===== config.mk =====
export PLATFORM = sky130hd
export DESIGN_NAME = mem_bus_arbiter
export DESIGN_NICKNAME = d
export VERILOG_FILES = /design/src/rtl/mem_bus_arbiter.sv
export SDC_FILE = /design/constraint.sdc
export NUM_CORES = 1
export LEC_CHECK = 0
export CORE_AREA = 5 5 105 107
export DETAILED_ROUTE_END_ITERATION = 10
export DIE_AREA = 0 0 110 112
export PLACE_DENSITY_LB_ADDON = 0.08
export SLEW_MARGIN = 5
export SYNTH_ARGS = -nofsm -noshare
export SYNTH_HDL_FRONTEND = slang
export SYNTH_SLANG_ARGS = --single-unit

===== constraint.sdc =====
create_clock -name clk_in -period 1.75 [get_ports clk_in]
set_clock_uncertainty 0.1 [all_clocks]
set_input_delay 0.35 -clock clk_in [delete_from_list [all_inputs] [get_ports clk_in]]
set_output_delay 0.35 -clock clk_in [all_outputs]
set_load 0.03 [all_outputs]

===== src/rtl/mem_bus_arbiter.sv =====
// mem_bus_arbiter: shares one memory bus between fetch and data ports with data priority, a fetch-progress burst limit and a watchdog
module mem_bus_arbiter #(
  parameter int ADDR_WIDTH = 32,
  parameter int DATA_BURST_MAX = 4,
  parameter int TIMEOUT_CYCLES = 255
) (
  input  logic                  clk_in,
  input  logic                  rst_n_in,
  input  logic [ADDR_WIDTH-1:0] instr_address_in,
  input  logic                  instr_read_in,
  output logic [31:0]           instr_read_value_out,
  output logic                  instr_ready_out,
  input  logic [ADDR_WIDTH-1:0] data_address_in,
  input  logic                  data_read_in,
  input  logic                  data_write_in,
  input  logic [31:0]           data_write_value_in,
  input  logic [3:0]            data_write_mask_in,
  output logic [31:0]           data_read_value_out,
  output logic                  data_ready_out,
  output logic [ADDR_WIDTH-1:0] bus_address_out,
  output logic                  bus_read_out,
  output logic                  bus_write_out,
  output logic [31:0]           bus_write_value_out,
  output logic [3:0]            bus_write_mask_out,
  input  logic [31:0]           bus_read_value_in,
  input  logic                  bus_ready_in,
  output logic                  bus_error_out
);
  localparam int BW = $clog2(DATA_BURST_MAX + 1);
  localparam int WW = $clog2(TIMEOUT_CYCLES + 2);
  localparam logic [BW-1:0] burst_max = BW'(DATA_BURST_MAX);
  localparam logic [WW-1:0] wd_last = WW'(TIMEOUT_CYCLES > 0 ? TIMEOUT_CYCLES - 1 : 0);
  typedef enum logic [1:0] {IDLE, GRANT_INSTR, GRANT_DATA} state_t;
  state_t state, state_nx;
  logic [BW-1:0] burst_cnt;
  logic [WW-1:0] wd_cnt;
  logic data_req, is_i, is_d, strobe, done, timeout, enter_i, enter_d;
  always_comb begin
    data_req = data_read_in | data_write_in;
    is_i = state == GRANT_INSTR;
    is_d = state == GRANT_DATA;
    strobe = is_i ? instr_read_in : is_d & data_req;
    done = strobe & bus_ready_in;
    timeout = (TIMEOUT_CYCLES != 0) && strobe && !bus_ready_in && wd_cnt == wd_last;
    state_nx = state;
    if (state == IDLE)
      state_nx = data_req && (!instr_read_in || burst_cnt != burst_max) ? GRANT_DATA :
                 instr_read_in ? GRANT_INSTR : IDLE;
    else if (!strobe || done || timeout)
      state_nx = IDLE;
    enter_i = state == IDLE && state_nx == GRANT_INSTR;
    enter_d = state == IDLE && state_nx == GRANT_DATA;
    bus_address_out = is_i ? instr_address_in : is_d ? data_address_in : '0;
    bus_read_out = is_i ? instr_read_in : is_d & data_read_in & ~data_write_in;
    bus_write_out = is_d & data_write_in;
    bus_write_value_out = is_d ? data_write_value_in : '0;
    bus_write_mask_out = is_d ? data_write_mask_in : '0;
    instr_ready_out = is_i & (done | timeout);
    data_ready_out = is_d & (done | timeout);
    instr_read_value_out = is_i & done ? bus_read_value_in : '0;
    data_read_value_out = is_d & done ? bus_read_value_in : '0;
    bus_error_out = timeout;
  end
  always_ff @(posedge clk_in or negedge rst_n_in)
    if (!rst_n_in) begin
      state <= IDLE;
      burst_cnt <= '0;
      wd_cnt <= '0;
    end else begin
      state <= state_nx;
      wd_cnt <= state == IDLE ? '0 : wd_cnt + 1'b1;
      burst_cnt <= !instr_read_in || enter_i ? '0 :
                   enter_d && burst_cnt != burst_max ? burst_cnt + 1'b1 : burst_cnt;
    end
endmodule

==> flow_summary.yaml <==
synth:
  syn_nets: 378
  ys_types: 32
  async_flop_share_pct: 100
  syn_inst: 236
  yosysSeqAreaShare_pct: 19.9
  yosys_register_bits: 14
  synth-edff-count: 0
  ys.warnings.count: 0
  syn_area_mm2: 0.00176
  ys.flop_type: "dfrtp_1"
  syn_area_per_cell_um2: 7.46
sta:
  max_freq_mhz: 455
  drv_slew: 0
  fin_crit_sh_pct: 126
  setup_slack_ps: -448
  hold_violations: 0
  rsz0062_at_grt: "yes"
  worst_slew_pin_slew_ps: 368
  relSlewSlack_pct: 75.4
  hold_ws_ps: 312
  setup_violations: 137
  period_minus_slack_ps: 2200
grt:
  grt_use_total_pct: 20.5
  grt_max_degree: 34
  first_global_vias: 3087
  antenna_found_initial: 1
  grt_pass1_wl_um: 19000
  gr-total-overflow: 0
clocking:
  clock-root-buffer: "clkbuf_8"
  cts_tree: "built"
  cts_hold_buf: 0
  clock-sinks: 14
  cts_made_buffers: 3
  cts.reportedPaths.clkPinSlew_ps: 60
  cts_max_level: 1
  clk_latency_ps: 240
  cts.path.max_buffers: 2
worst_setup_path:
  end_kind: "primary output"
  ff2ff_setup_slack_ps: 50
  rr_worst_depth: 6
  cp.arrival_ps: 1750
  start_kind: "flop"
  r2r_start: "state[1]$_DFF_PN0_"
  crit_fanout: 7
  r2r_end: "burst_cnt[0]$_DFFE_PN0P_"
  critPathKind: "flop to primary output"
  cp_data_required_time_ps: 1300
die:
  die-height_um: 112
  rows: 37
  die_w_um: 110
  die_area_mm2: 0.0123
  io_pins: 275
  initial_core_util_pct: 17.5
  core-area_mm2: 0.0100
place:
  pre_cts_ws_ps: -903
  place_congestion: 0.814
  port_buffers: 274
  dp_hpwl_um: 9760
status:
  outcome: "finished, violations left"
  violations: "setup timing"
final_layout:
  nets: 696
  final_common_cell: "buf_6"
  fin_util_pct: 61.6
  final_cell_mix: "buf_6, clkdlybuf4s50_1, and2_4"
  synthToLayoutAreaGrowth_pct: 251
  final_layout_size_suffix_gt1_share_pct: 62.2
run:
  cap_viol_max_count: 0
drt:
  wire_per_inst_um: 20.7
  firstDrtPassIters: 4
  vias: 3018
  drt_iter0_markers: 106
  drtAntennaViolNets: 0
  routed_wl_um: 14300
  drc: 0
  avgViaCountPerCell: 4.37
hold_path:
  hp-class: "input pin to async pin"
power:
  ir_drop_uv: 609
  p_leak_uw: 0.00283
  powerDensity_mw_per_mm2: 923
## flip-flops by register name, summed over array words and instances, names as in the netlist
name / cells
wd_cnt: 9
state: 2
burst_cnt: 3
## logic make-up after synthesis
family | Yosys count | share of synthesized area [%]
and+or+nand+nor | 139 | 47.4
AOI/OAI and AO/OA | 50 | 22.1
buffers and inverters | 25 | 5.82
DFF | 14 | 19.9
xor gates and xnor gates | 4 | 1.99
adders and majority gates | 4 | 2.84
## power by group
part / switching, uW / internal, uW
combinational: 2260 / 2740
sequential: 30.7 / 370
clock: 112 / 199
## critical path, stage by stage (launching register included)
cell and delay, ps:
dfrtp_1 410, nor2b_4 160, buf_6 120, o21ai_4 60, buf_6 130, nor2_4 110, buf_6 130, buf_12 120
and2_4 140, buf_6 120
## synthesized netlist by cell type, drive strengths merged, types with 3 or more instances
cell	count	area share (%)
xnor2	3	1.5
inv	6	1.3
nor2b	4	1.4
nor2	15	3.5
dfrtp	14	20
clkbuf	16	3.6
o21ai	5	1.4
buf	3	0.99
a22o	33	16
ha	4	2.8
nand3	4	1.1
and2	102	36
a21oi	7	2.0
or3	3	1.1
nand2	4	0.99
## through the flow
step	power (uW)	instance area, um2	instances	setup TNS, ps
after global placement	3560	4720	644	-46320
after detailed placement	3570	4720	644	-51530
after floorplan	2180	1920	236	0
final	5710	6190	690	-44730
after global routing	5950	6190	690	-52030
after CTS	5300	5900	682	-46820
## metal layers
layer | vias to the layer above | share of wire, % | wire, um | global-route usage, %
met5 | - | 0 | 0 | 0
met4 | 0 | 2.6 | 370 | 4.82
met3 | 27 | 10 | 1440 | 6.84
met2 | 174 | 51 | 7260 | 37.4
met1 | 1376 | 36 | 5200 | 22.5
li1 | 1441 | - | - | -
## how the worst max path moves through the flow
stage,startpoint,to,slack (ps),depth (start not counted)
6_report,state[0]$_DFF_PN0_,data_read_value_out[4],-450,9
2_1_floorplan,state[1]$_DFF_PN0_,instr_read_value_out[10],0.6,6
3_3_place_gp,data_write_in,data_read_value_out[18],-820,5
3_5_place_dp,data_write_in,data_read_value_out[30],-900,5
4_1_cts,state[1]$_DFF_PN0_,instr_read_value_out[20],-460,8
5_1_grt,state[0]$_DFF_PN0_,data_read_value_out[12],-500,9
## layout make-up
class                           count  area [um2]
Antenna cell                        1        2.50
Clock buffer                        4        55.1
Fill cell                         812        3860
Inverter                            6        22.5
Multi-Input combinational cell    198        1710
Sequential cell                    14         350
Tap cell                          136         170
Timing Repair Buffer              331        3880
## repair_timing
item,in CTS,in global routing
gates cloned,13,6
setup buffers,22,11
gates resized for setup,193,80
pin swaps,34,55
setup endpoints to repair,137,137
Power figures use the tool's default switching activity.
